File: src/rtl/score_player.sv
// Score player: a writable register score of (key, duration) entries played back as a
// square wave, with start-address select, stop, loop, rests, end markers and inter-note gaps.
module score_player #(
  parameter int ADDR_BITS  = 5,
  parameter int KEY_BITS   = 3,
  parameter int NUM_KEYS   = 7,
  parameter int DUR_BITS   = 4,
  parameter int TICK_DIV   = 5000000,
  parameter int HALF_BASE  = 95556,
  parameter int HALF_STEP  = 10000,
  parameter int GAP_CYCLES = 500000
) (
  input  logic                 Clock,
  input  logic                 Reset,
  input  logic                 Start,
  input  logic                 Stop,
  input  logic                 Loop,
  input  logic [ADDR_BITS-1:0] StartAddress,
  input  logic                 WriteEnable,
  input  logic [ADDR_BITS-1:0] WriteAddress,
  input  logic [KEY_BITS-1:0]  WriteKey,
  input  logic [DUR_BITS-1:0]  WriteDuration,
  output logic                 Speaker,
  output logic                 Playing,
  output logic [ADDR_BITS-1:0] CurrentAddress,
  output logic [KEY_BITS-1:0]  CurrentKey,
  output logic                 Done
);

  localparam int DEPTH    = 2**ADDR_BITS;
  localparam int HALF_MAX = HALF_BASE + (NUM_KEYS - 1) * HALF_STEP;
  localparam int HW       = (HALF_MAX > 1) ? $clog2(HALF_MAX + 1) : 1;
  localparam int PW       = (TICK_DIV > 1) ? $clog2(TICK_DIV) : 1;
  localparam int GW       = (GAP_CYCLES > 1) ? $clog2(GAP_CYCLES) : 1;
  localparam logic [PW-1:0] PRESC_LAST = PW'(TICK_DIV - 1);
  localparam logic [GW-1:0] GAP_LAST   = GW'((GAP_CYCLES > 0) ? GAP_CYCLES - 1 : 0);

  typedef struct packed {
    logic [KEY_BITS-1:0] key;
    logic [DUR_BITS-1:0] dur;
  } entry_t;

  typedef enum logic [1:0] {S_IDLE, S_FETCH, S_PLAY, S_GAP} state_t;

  state_t               state, nxt;
  entry_t               score [DEPTH];
  entry_t               fetched;
  logic [ADDR_BITS-1:0] start_addr;
  logic                 first;
  logic [DUR_BITS-1:0]  ticks;
  logic [PW-1:0]        presc;
  logic [HW-1:0]        half_cnt, half_last;
  logic [GW-1:0]        gap_cnt;
  logic                 rest, play_end, gap_end;
  logic                 load_start, restart_loop, adv, done_set;
  int                   half_int;

  assign fetched  = score[CurrentAddress];
  assign Playing  = (state != S_IDLE);
  assign play_end = (presc == PRESC_LAST) && (ticks == DUR_BITS'(1));
  assign gap_end  = (gap_cnt == GAP_LAST);

  // Keys outside 1..NUM_KEYS are silent; only legal keys need a meaningful half period.
  assign rest      = (CurrentKey == '0) || (int'(CurrentKey) > NUM_KEYS);
  always_comb begin
    half_int = HALF_BASE + (NUM_KEYS - int'(CurrentKey)) * HALF_STEP;
  end
  assign half_last = HW'(half_int - 1);

  always_ff @(posedge Clock) begin
    if (!Reset) state <= S_IDLE;
    else        state <= nxt;
  end

  always_comb begin
    nxt          = state;
    load_start   = 1'b0;
    restart_loop = 1'b0;
    adv          = 1'b0;
    done_set     = 1'b0;
    if (Stop && state != S_IDLE) begin
      nxt = S_IDLE;
    end else if (Start && !Stop) begin
      nxt        = S_FETCH;
      load_start = 1'b1;
    end else begin
      case (state)
        S_FETCH: begin
          if (fetched.dur != '0) begin
            nxt = S_PLAY;
          end else if (first || !Loop) begin
            // An end marker on the first fetch would loop forever, so it always finishes.
            nxt      = S_IDLE;
            done_set = 1'b1;
          end else begin
            nxt          = S_FETCH;
            restart_loop = 1'b1;
          end
        end
        S_PLAY: begin
          if (play_end) begin
            if (GAP_CYCLES == 0) begin
              nxt = S_FETCH;
              adv = 1'b1;
            end else begin
              nxt = S_GAP;
            end
          end
        end
        S_GAP: begin
          if (gap_end) begin
            nxt = S_FETCH;
            adv = 1'b1;
          end
        end
        default: ;
      endcase
    end
  end

  always_ff @(posedge Clock) begin
    if (!Reset) begin
      for (int i = 0; i < DEPTH; i++) score[i] <= '0;
      CurrentAddress <= '0;
      CurrentKey     <= '0;
      Speaker        <= 1'b0;
      Done           <= 1'b0;
      start_addr     <= '0;
      first          <= 1'b0;
      ticks          <= '0;
      presc          <= '0;
      half_cnt       <= '0;
      gap_cnt        <= '0;
    end else begin
      if (WriteEnable) score[WriteAddress] <= '{key: WriteKey, dur: WriteDuration};
      Done <= done_set;

      if (load_start) begin
        start_addr     <= StartAddress;
        CurrentAddress <= StartAddress;
        first          <= 1'b1;
      end else if (restart_loop) begin
        CurrentAddress <= start_addr;
        first          <= 1'b1;
      end else if (adv) begin
        CurrentAddress <= CurrentAddress + 1'b1;
      end
      if (state == S_FETCH && nxt == S_PLAY) first <= 1'b0;

      if (state == S_FETCH) begin
        CurrentKey <= fetched.key;
        ticks      <= fetched.dur;
      end

      if (state != S_PLAY) begin
        presc <= '0;
      end else if (presc == PRESC_LAST) begin
        presc <= '0;
        ticks <= ticks - 1'b1;
      end else begin
        presc <= presc + 1'b1;
      end

      // Speaker is forced low whenever the next cycle is not a continuing note.
      if (state == S_PLAY && nxt == S_PLAY) begin
        if (rest) begin
          Speaker <= 1'b0;
        end else if (half_cnt == half_last) begin
          half_cnt <= '0;
          Speaker  <= ~Speaker;
        end else begin
          half_cnt <= half_cnt + 1'b1;
        end
      end else begin
        half_cnt <= '0;
        Speaker  <= 1'b0;
      end

      if (state == S_GAP) gap_cnt <= gap_cnt + 1'b1;
      else                gap_cnt <= '0;
    end
  end

endmodule

File: config.mk
export PLATFORM = sky130hd
export DESIGN_NAME = score_player
export DESIGN_NICKNAME = d
export VERILOG_FILES = /design/src/rtl/score_player.sv
export SDC_FILE = /design/constraint.sdc
export NUM_CORES = 1
export LEC_CHECK = 0
export ABC_CLOCK_PERIOD_IN_PS = 4200
export CAP_MARGIN = 20
export CORE_MARGIN = 1
export CORE_UTILIZATION = 35
export CTS_BUF_LIST = sky130_fd_sc_hd__clkbuf_16
export DETAILED_ROUTE_END_ITERATION = 8
export GPL_TIMING_DRIVEN = 1
export PLACE_DENSITY = 0.5
export SLEW_MARGIN = 20
export SYNTH_ARGS = -nofsm -noshare
export SYNTH_HDL_FRONTEND = slang
export SYNTH_SLANG_ARGS = --single-unit
File: constraint.sdc
create_clock -name Clock -period 4.2 [get_ports Clock]
set_clock_uncertainty 0.15 [all_clocks]
set_input_delay 0.63 -clock Clock [delete_from_list [all_inputs] [get_ports Clock]]
set_output_delay 0.63 -clock Clock [all_outputs]
set_load 0.02 [all_outputs]
# After elaboration in Yosys (flattened, before gate mapping)
# Memory sizes are Yosys's and may differ from the RTL's. A register that Yosys moved wholly into a read port is not among the register bits.
# Cells that the tools add are included.
# word_totals
regBits,82
ram_bits,224
input_bits,23
word_cells,91
n_memories,1
# mem_list
name,depth,word_bits,rd,rd_clocked_by_memory_dff,write_ports,line_no,source
score,32,7,1,1,32,46,entry_t score [DEPTH];
# op_classes
add_sub_neg,8
n_mul,1
n_eq_ne,9
n_mux,37
bitwise,4
reduce_logical,20
# op_table
cell,count
$mux W5,6
$add A23 B1 Y23 const B,1
$eq A23 B23 Y1 const B,1
$mux W1,20
$add A19 B1 Y19 const B,1
$eq A19 B19 Y1 const B,1
$add A18 B1 Y18 const B,1
$add A18 B18 Y18 const A,1
$eq A18 B18 Y1,1
$mux W18,1
$sub A18 B2 Y18 const B,1
$mul A4 B11 Y14 const B,1
$mux W4,3
$mux W2,5
$mux W7,1
$reduce_or A7 Y1,1
$eq A2 B2 Y1 const B,3
$pmux W2 S3,1
$reduce_or A3 Y1,2
$add A5 B1 Y5 const B,1
$logic_and A1 B1 Y1,5
$reduce_or A5 Y1,1
$eq A4 B1 Y1 const B,1
$not A1 Y1,4
12 further kinds,15

# Depth between registers and ports, before layout
# Gate-level depths: netlist of the first run.
# depth
word_depth,11
ltp_mapped,14

# Worst setup path before layout of the first run
# Ideal clock, no wire load.
# synth_path
path_kind,reg2reg
start,register CurrentKey[0]
end,register half_cnt[10]
setup_ns,0.132
t_arrival_ns,3.774
required_time_ns,3.918
slack_ns,0.145
stages_incl_launch_ff,14
n_path_buf,2
synth_period_minus_slack_ns,4.055
cell_sequence,dfxtp_1 inv_1 fa_1 ha_1 fa_1 xnor2_1 xor2_1 xnor2_1 or4_1 a2111oi_0 o311a_1 buf_2 buf_2 nor4_1
# synth_via
elab_chain_cells,6
# synth_lines
item,line_no,source
start: declaration,26,"output logic [KEY_BITS-1:0] CurrentKey,"
start signal: assignment,151,CurrentKey <= fetched.key;
$sub A3 B3 Y4,66,half_int = HALF_BASE + (NUM_KEYS - int'(CurrentKey)) * HALF_STEP;
$mul A4 B11 Y14,66,
$add A18 B18 Y18,66,
$sub A18 B2 Y18,68,assign half_last = HW'(half_int - 1);
$eq A18 B18 Y1,168,end else if (half_cnt == half_last) begin
$mux W18,168,
end signal: assignment,172,half_cnt <= half_cnt + 1'b1;
end: declaration,52,"logic [HW-1:0] half_cnt, half_last;"
# Parallel ways exist; a longest one is shown, timed or not.
# A chain may end at the register's enable or synchronous reset.

# Worst setup path in the final report of the first run
# layout_path
start,register CurrentKey[0]
end,register half_cnt[4]
# The elaborated chain is that of the path after synthesis.

==> run metrics, run 1 <==
outcome complete, no violations; Setup-failing EPs final 0; clk_lat worst skew 0.55 ns; layout overhead on the synthesized area 16.1%; Switching Fraction 23.4%; max_slew headroom 37.3%; hold crit path type flop to flop; FMAX 0.262 GHz; fin crit share 90.9%; placed cell count 1767; reg-to-reg startpoint CurrentKey[0]$_SDFFE_PN0N_; pre-CTS setup slack 0.0469 ns; die area 43200 µm²; FF-to-FF path depth 12; syn avg cell area 12.4 µm²; largest net degree at the start of global routing 41; Mapped Area 14800 µm²; Async SR Flop Fraction 0%; Synth Flop Type edfxtp_1; flop2flop setup slack 0.38 ns; Non-Filler Instances 1837; number of global-route vias before repair 9368; Synth warnings 0; GRT Util Overall 17.3%; busiest layer in global routing met2; share of total power in combinational logic 8.3%; Overflow after GRT 0; RR Endpoint half_cnt[4]$_SDFFE_PN0N_; worst hold path depth 1; Setup crit start CurrentKey[0]$_SDFFE_PN0N_; setup TNS 0 ns; crit path max fanout 17; placeable core area 41900 µm²; CP Launch Type flop; hpwl dp 24500 µm; # port buffers 33; Num CTS Buffers 38; dominant cell type by area after synthesis edfxtp_1; Peak supply drop 0.000287 V; hold wc startpoint presc[0]$_SDFF_PP0_; Crit. End Element flop; leakage power 5.90 nW; Die Y 208 µm; Critical Path RT 4.44 ns; nets 1309; Vias 9372; final total power 0.00708 W; MaxCap Viol Count 0; met1 Resource Use GR 24.9%; Antenna Cells 0; final wirelength 36400 µm; cells after synthesis 1198; CTS max path bufs 3; flops & latches, synth 311; fin. max-slew vios 0; router iterations before antenna repair 4; clk sink count 311; unique cell type count in the Yosys netlist 61; H-tree Lvls 2; grt met2 use 26.8%; Layout fillers 3948; WHS Endpoint presc[0]$_SDFF_PP0_; RSZ-0062 raised after global routing no; Slew @ Worst Pin 0.941 ns; Worst-path clk slew 0.06 ns; PwrDens 411 nW/µm²; number of remaining DRC errors 0; global routing usage on met3 2.52%; Worst Path Class, Setup flop to flop; post-synth top area share 45.3%; Iteration-0 DRC Markers 665; first-pass GRT wire length 56600 µm; drt wl/cell 19.8 µm; final hold vios 0; sequential area share after synthesis 57.1%; minimum clock period 3.82 ns; Final WS setup 0.381 ns; layout cells sized above 1 14.4%; syn_nets 1239; Sw Pwr 0.00166 W; Initial Util 35.4%; chip width 208 µm; num ports 34; Int Power 0.00542 W; number of antenna violations at the first check in global routing 0; Post-synth EDFFs 224; Final Util 41.1%; Rows 75; Post-DRT Antenna Nets 0; crit path DAT 4.06 ns; clock share of power 42.8%; placer congestion estimate 0.815; TritonCTS clock tree built; Flop pwr share 49.0%; via/cell ratio 5.10; synth top area cells edfxtp_1 45%, dfxtp_1 12%, mux4_2 10%, and2_1 9.6%, nor2_1 2.9%; CTS Root Cell clkbuf_16
==> cell type report <==
| class | instances | area [µm²] | area share (%) |
|---|---|---|---|
| flip-flops and latches | 311 | 8470 | 49.2 |
| multi-input cells | 806 | 6050 | 35.2 |
| clock buffers | 41 | 1030 | 5.96 |
| repair buffers | 92 | 801 | 4.65 |
| well taps | 539 | 674 | 3.92 |
| clock inverters | 29 | 121 | 0.705 |
| inverters | 19 | 71.3 | 0.414 |
==> cells in the mapped netlist, drive strengths merged (15+ instances only) <==
cell and number:
mux4 66, inv 19, edfxtp 224, dfxtp 87
nand2 55, a21oi 21, and2 228, buf 15
o21ai 49, xnor2 28, nor2 113, xor2 37
ha 16, nand3 35, clkbuf 47, nor4 17
==> layer usage <==
layer / vias to the layer above / part of all wire (%)
met2: 156 / 46
met4: 0 / 2.2
met3: 52 / 3.5
met1: 4679 / 48
li1: 4485 / -
met5: - / 0
==> how the worst max path moves through the flow <==
| stage | cells past startpoint | slack (ns) | end |
|---|---|---|---|
| 6_report | 12 | 0.38 | half_cnt[4]$_SDFFE_PN0N_ |
| 5_1_grt | 12 | 0.09 | half_cnt[15]$_SDFFE_PN0N_ |
| 4_1_cts | 12 | 0.02 | half_cnt[4]$_SDFFE_PN0N_ |
| 3_5_place_dp | 12 | 0.05 | half_cnt[15]$_SDFFE_PN0N_ |
| 3_3_place_gp | 12 | 0.25 | half_cnt[0]$_SDFFE_PN0N_ |
| 2_1_floorplan | 13 | 0.14 | half_cnt[10]$_SDFFE_PN0N_ |
==> power groups by stage <==
stage                     Sequential (W)  Combinational [W]  Clock (W)
after floorplan                  0.00351           0.000369          0
after global placement           0.00353           0.000581          0
after detailed placement         0.00353           0.000585          0
after CTS                        0.00347           0.000587    0.00312
after global routing             0.00348           0.000634    0.00323
final                            0.00347           0.000587    0.00303
==> stage by stage <==
step	area, µm²	hold WS [ns]
after floorplan	14800	0.263
after global placement	16100	0.274
after detailed placement	16100	0.288
after CTS	17200	0.296
after global routing	17200	0.322
final	17200	0.294
==> cells in the final DEF, fill, tap and decap left out, types with 11 or more instances in the layout <==
cell / instances
xnor2_1: 27
nor2_1: 113
and3_1: 14
ha_1: 16
and2_1: 228
mux2i_1: 12
mux4_2: 66
edfxtp_1: 224
nor4_1: 17
inv_1: 30
a211oi_1: 11
or3_1: 11
clkdlybuf4s50_1: 31
nand2_1: 55
nor3_1: 14
o21ai_0: 42
a21oi_1: 21
xor2_1: 37
dfxtp_1: 84
nand3_1: 35
clkbuf_16: 41
buf_4: 56
==> registers in the layout (all words and copies together), names as in the netlist, named ones only <==
register	cells
Done	1
first	1
presc	23
score	224
half_cnt	18
ticks	4
CurrentAddress	5
Speaker	1
gap_cnt	19
state	2
start_addr	5
CurrentKey	3
==> repair_timing <==
| item | in CTS | in global routing |
|---|---|---|
| endpoints found under the setup margin | 0 | 17 |
| gates resized for setup | 0 | 3 |
| hold buffers | 0 | 0 |
| setup buffers | 0 | 0 |
==> logic make-up (layout without fill, tap and decap cells) <==
logic type                 count (synthesis)  in the layout  synth area share (%)
xor gates and xnor gates                  66             66                  4.00
muxes                                     78             78                  10.8
DFF                                      311            311                  57.1
buffers and inverters                     81            181                  2.22
AOI/OAI and AO/OA                        108            108                  4.54
adders and majority gates                 18             18                  1.62
and+or+nand+nor                          536            536                  19.7
==> worst max-delay path: stages (launching register included) <==
cell and delay (ns):
dfxtp_1 0.32, inv_1 0.12, fa_1 0.51, ha_1 0.25, fa_1 0.43, xnor2_2 0.22
xor2_1 0.21, xnor2_1 0.07, or4_1 0.41, a2111oi_2 0.43, o311a_1 0.23, buf_4 0.22
nor4_1 0.09
Power figures use the tool's default switching activity.
==> run 2: changes to the inputs <==
Settings changed: ABC_AREA set to 1, CORE_UTILIZATION 35 to 25, PLACE_DENSITY 0.5 to 0.39.
==> run 2 against run 1 <==
Fmax rose by 3.0%; flip-flop and latch count did not move; largest power group unchanged; global-route usage fell by 2.5 points; synthesized cell count rose by 41%; largest cell class unchanged; highest routed layer unchanged; core utilization fell by 12 points; via count rose by 21%; sequential share of layout area rose by 0.44 points; critical endpoint is now half_cnt[2]$_SDFFE_PN0N_.
==> run metrics, run 2 <==
Crit path largest cell delay 0.52 ns; Slew @ Worst Pin 0.831 ns; Switching Fraction 26.7%; Sw Pwr 0.00195 W; Rows 88; leakage power 6.38 nW; Layout fillers 6220; largest register by flop count score; final wirelength 43800 µm; Vias 11300; Worst-path clk slew 0.06 ns; CP Launch Type flop; Peak supply drop 0.000245 V; Crit. path cell count 17; minimum clock period 3.71 ns; Iteration-0 DRC Markers 745; post-synth top area share 45.4%; post_cts resized 0; layout cells sized above 1 6.34%; CTS max path bufs 3; total setup buffers inserted after CTS 0; Setup crit end half_cnt[2]$_SDFFE_PN0N_; drt wl/cell 17.5 µm; crit-path leading delay family adder cells; Synth Flop Type edfxtp_1; most frequent cells in the layout 375 x nor2_1, 360 x nand2_1, 224 x edfxtp_1, 133 x nand3_1, 116 x inv_1; flops & latches, synth 311; Mapped Area 14800 µm²; Worst Path Class, Setup flop to flop; most common cell after layout, fill and taps aside nor2_1; Largest register FFs 224; max_slew headroom 44.5%; CP max-delay cell fa_1; hold buffers post-CTS 0; placer congestion estimate 0.777; via/cell ratio 4.54; cells after synthesis 1688; nets 1750; # port buffers 33; Int Power 0.00537 W; FMAX 0.270 GHz; Setup-failing EPs final 0; sequential area share after synthesis 57.2%; clk_lat worst skew 0.56 ns; Top Registers score x224, presc x23, gap_cnt x19; Num CTS Buffers 37; number of antenna violations at the first check in global routing 0; Async SR Flop Fraction 0%; Setup crit start CurrentKey[0]$_SDFFE_PN0N_; Die Y 245 µm; RR Endpoint half_cnt[2]$_SDFFE_PN0N_; Register Area 8470 µm²; crit path DAT 3.99 ns; MaxCap Viol Count 0; Post-DRT Antenna Nets 0; share of total power in combinational logic 10.8%; Final Cell Area 17100 µm²; clk sink count 311; syn avg cell area 8.77 µm²; first-pass GRT wire length 68600 µm; H-tree Lvls 2; most numerous cell in the Yosys netlist nor2_1; number of remaining DRC errors 0; Critical Path RT 4.48 ns; Overflow after GRT 0; WP buf/inv 4; crit path max fanout 16; chip width 245 µm; final hold vios 0; PwrDens 429 nW/µm²; FF-to-FF path depth 17; fin. max-slew vios 0; Post-synth EDFFs 224; multi-input logic area 5530 µm²; cell chain of the critical path inv_1, fa_1, ha_1, fa_1, inv_1, nor2_1, inv_1, nand2_1, inv_1, nand3_1, nand2_1, xor2_1, nand2_1, nor2_1, nand3_1, nand4_4, nor2_1; GRT Util Overall 14.8%; Initial Util 25.5%; leading cell types by count after synthesis 375 x nor2_1, 360 x nand2_1, 224 x edfxtp_1, 133 x nand3_1, 107 x inv_1; hold crit path type flop to flop; Placed Area 15900 µm²; clock share of power 41.9%; synth top area cells edfxtp_1 45%, dfxtp_1 12%, nor2_1 9.5%, nand2_1 9.1%, nand3_1 4.5%; reg-to-reg startpoint CurrentKey[0]$_SDFFE_PN0N_; setup TNS 0 ns; flop2flop setup slack 0.49 ns; number of global-route vias before repair 11600; hpwl dp 28600 µm; Synth warnings 0; outcome complete, no violations; layout overhead on the synthesized area 15.3%; syn_nets 1729; Crit path top cell by count inv_1; fin crit share 88.3%; num ports 34; Crit. End Element flop; TritonCTS clock tree built; router iterations before antenna repair 5; CTS Root Cell clkbuf_16; die area 60200 µm²; Flop pwr share 47.3%; dominant cell type by area after synthesis edfxtp_1; largest net degree at the start of global routing 115; placeable core area 58100 µm²; unique cell type count in the Yosys netlist 47; RSZ-0062 raised after global routing no
==> run 2: cell count changes after synthesis, moves of 17 or more <==
cell     previous run  this run
inv_1              16       107
o22ai_1             0        26
nor3_1             14        31
and2_1            228         0
nand3_1            35       133
xnor2_1            28         6
o21ai_0            42        83
nand2_1            55       360
mux4_2             66         0
nor2_1            113       375
==> run 2: cell type report <==
cell class	instances	area share, %
clock buffer	37	5.42
multi-input combinational	1187	32.4
sequential	311	49.6
tap	765	5.61
inverter	112	2.47
antenna	1	0.0147
clock inverter	29	1.16
timing repair buffer	60	3.31
==> run 2: power by group through the flow <==
stage / clock, W / sequential [W] / combinational, W
2_1_floorplan: 0 / 0.00352 / 0.000515
6_report: 0.00307 / 0.00347 / 0.000791
3_3_place_gp: 0 / 0.00353 / 0.000803
5_1_grt: 0.00326 / 0.00348 / 0.000890
4_1_cts: 0.00318 / 0.00347 / 0.000803
3_5_place_dp: 0 / 0.00354 / 0.000800
==> run 2: per-layer routing <==
metal | share of wire (%) | up-vias | wire length [µm] | global-route usage [%]
met4 | 2.0 | 0 | 859 | 4.27
met2 | 45 | 225 | 19900 | 23.6
li1 | - | 5684 | - | -
met3 | 4.1 | 61 | 1780 | 2.38
met1 | 49 | 5377 | 21300 | 20.5
met5 | 0 | - | 0 | 0
==> run 2: through the flow <==
| step | worst slack, ns | total power [W] | std cells | util [%] | hold slack [ns] |
|---|---|---|---|---|---|
| 2_1_floorplan | 0.743 | 0.00403 | 1688 | - | 0.268 |
| 3_3_place_gp | 0.585 | 0.00434 | 2435 | 27.4 | 0.284 |
| 3_5_place_dp | 0.470 | 0.00434 | 2435 | 27.4 | 0.292 |
| 4_1_cts | 0.449 | 0.00745 | 2501 | 29.4 | 0.302 |
| 5_1_grt | 0.120 | 0.00763 | 2501 | 29.4 | 0.321 |
| 6_report | 0.493 | 0.00733 | 2502 | 29.4 | 0.299 |
==> run 2: cell families (layout without fill, tap and decap cells) <==
family	after synthesis	after routing	synth area share, %
fa+ha+maj	18	18	1.62
compound gates	172	172	6.41
xor+xnor	31	31	1.83
flops	311	311	57.2
buf+inv	190	238	5.48
simple gates	966	966	27.5
other cells	0	1	0
==> run 2: worst register-to-register path: stages, from the launching register on <==
cell,delay [ns]
dfxtp_1,0.44
inv_1,0.19
fa_1,0.51
ha_1,0.25
fa_1,0.52
inv_1,0.06
nor2_1,0.13
inv_1,0.05
nand2_1,0.07
inv_1,0.06
nand3_1,0.11
nand2_1,0.08
xor2_1,0.13
nand2_1,0.06
nor2_1,0.21
nand3_1,0.17
nand4_4,0.31
nor2_1,0.09
==> run 2: worst min-delay path by stage <==
stage / from / to / slack (ns) / cells past startpoint
2_1_floorplan: gap_cnt[0]$_SDFF_PN0_ / gap_cnt[0]$_SDFF_PN0_ / 0.27 / 1
3_3_place_gp: gap_cnt[0]$_SDFF_PN0_ / gap_cnt[0]$_SDFF_PN0_ / 0.28 / 1
3_5_place_dp: gap_cnt[0]$_SDFF_PN0_ / gap_cnt[0]$_SDFF_PN0_ / 0.29 / 1
4_1_cts: gap_cnt[0]$_SDFF_PN0_ / gap_cnt[0]$_SDFF_PN0_ / 0.30 / 1
5_1_grt: gap_cnt[0]$_SDFF_PN0_ / gap_cnt[0]$_SDFF_PN0_ / 0.32 / 1
6_report: gap_cnt[0]$_SDFF_PN0_ / gap_cnt[0]$_SDFF_PN0_ / 0.30 / 1
==> run 3: changes to the inputs <==
Settings changed: CELL_PAD_IN_SITES_DETAIL_PLACEMENT set to 0, CELL_PAD_IN_SITES_GLOBAL_PLACEMENT set to 1, PLACE_DENSITY 0.39 to 0.47.
==> run 3 against run 2 <==
Critical endpoint is now half_cnt[5]$_SDFFE_PN0N_; sequential share of layout area decreased by 0.26 points; hold slack worse by 0.0021 ns; global-route usage is 0.15 points higher; design area up 0.53%.
==> run metrics, run 3 (same netlist as run 2, synthesis figures left out) <==
layout overhead on the synthesized area 15.9%; hold buffers post-CTS 0; hold wc startpoint gap_cnt[0]$_SDFF_PN0_; CP Launch Type flop; minimum clock period 3.66 ns; reg-to-reg startpoint CurrentKey[1]$_SDFFE_PN0N_; Placed Area 16000 µm²; Int Power 0.00553 W; Switching Fraction 25.9%; final hold vios 0; Vias 11300; outcome complete, no violations; Largest register FFs 224; Post-DRT Antenna Nets 0; TritonCTS clock tree built; Crit path largest cell delay 0.54 ns; Setup crit start CurrentKey[1]$_SDFFE_PN0N_; hpwl dp 29100 µm; Num CTS Buffers 38; PwrDens 435 nW/µm²; Antenna Cells 0; leakage power 6.43 nW; Worst Path Class, Setup flop to flop; MaxCap Viol Count 0; Iteration-0 DRC Markers 599; number of remaining DRC errors 0; Rows 88; total setup buffers inserted after CTS 0; final total power 0.00746 W; first-pass GRT wire length 68600 µm; Crit. End Element flop; cell chain of the critical path inv_1, ha_1, ha_1, fa_1, nand2_1, a21oi_1, or2_2, nand2_1, nand3_1, nand3b_1, nand2_1, nor2_1, nand3_1, nand4_4, nor2_1; router iterations before antenna repair 6; hold crit path type flop to flop; post_cts resized 0; H-tree Lvls 2; die area 60200 µm²; Slew @ Worst Pin 0.851 ns; # port buffers 33; placeable core area 58100 µm²; layout cells sized above 1 6.44%; max_slew headroom 42.8%; Critical Path RT 4.48 ns; Crit path top cell by count nand2_1; setup TNS 0 ns; crit-path leading delay family simple AND/OR/NAND/NOR gates; Top Registers score x224, presc x23, gap_cnt x19; Sw Pwr 0.00193 W; crit path DAT 3.94 ns; crit path max fanout 16; fin crit share 87.2%; clk sink count 311; nets 1751; CTS Root Cell clkbuf_16; clock share of power 42.9%; Initial Util 25.5%; clk_lat worst skew 0.55 ns; most common cell after layout, fill and taps aside nor2_1; fin. max-slew vios 0; number of global-route vias before repair 11400; RSZ-0062 raised after global routing no; Worst-path clk slew 0.06 ns; num ports 34; Peak supply drop 0.000208 V; Overflow after GRT 0; share of total power in combinational logic 10.6%; placer congestion estimate 0.795; largest register by flop count score; GRT Util Overall 14.9%; chip width 245 µm; most frequent cells in the layout 375 x nor2_1, 360 x nand2_1, 224 x edfxtp_1, 133 x nand3_1, 119 x inv_1; via/cell ratio 4.52; number of antenna violations at the first check in global routing 0; FMAX 0.273 GHz; drt wl/cell 17.7 µm; Die Y 245 µm; CP max-delay cell dfxtp_1; WP buf/inv 1; Flop pwr share 46.5%; Setup-failing EPs final 0; largest net degree at the start of global routing 67; Final Cell Area 17200 µm²; CTS max path bufs 3; final wirelength 44400 µm
## run 3: path summary, 6_finish.rpt
| check | endpoint | slack, ns | depth (start not counted) |
|---|---|---|---|
| worst max-delay path | half_cnt[5]$_SDFFE_PN0N_ | 0.54 | 15 |
| worst min-delay path | gap_cnt[0]$_SDFF_PN0_ | 0.30 | 1 |
| worst max register to register | half_cnt[5]$_SDFFE_PN0N_ | 0.54 | 15 |
| worst min register to register | gap_cnt[0]$_SDFF_PN0_ | 0.30 | 1 |
## run 3: power groups by stage
stage	logic [W]	clock network (W)	registers, W
after global placement	0.000809	0	0.00354
final	0.000788	0.00320	0.00347
after global routing	0.000888	0.00341	0.00348
after detailed placement	0.000805	0	0.00354
after floorplan	0.000515	0	0.00352
after CTS	0.000807	0.00330	0.00347
## run 3: stage by stage
stage	util (%)	setup slack, ns	hold slack [ns]	instances
3_3_place_gp	27.4	0.609	0.286	2435
6_report	29.5	0.536	0.297	2505
5_1_grt	29.5	0.0930	0.322	2505
4_1_cts	29.5	0.510	0.301	2505
2_1_floorplan	-	0.743	0.268	1688
3_5_place_dp	27.4	0.536	0.292	2435
## run 3: final cells by class
cell class / instances / area (µm²)
Clock buffer: 41 / 1030
Clock inverter: 29 / 179
Fill cell: 6235 / 41000
Inverter: 112 / 422
Multi-Input combinational cell: 1187 / 5530
Sequential cell: 311 / 8470
Tap cell: 765 / 957
Timing Repair Buffer: 60 / 578
## run 3: per-layer routing
layer | global-route usage, % | vias up | part of all wire, %
met5 | 0 | - | 0
li1 | - | 5690 | -
met2 | 24.9 | 158 | 47
met3 | 2.31 | 62 | 3.7
met4 | 4.11 | 0 | 2.1
met1 | 20.0 | 5402 | 47
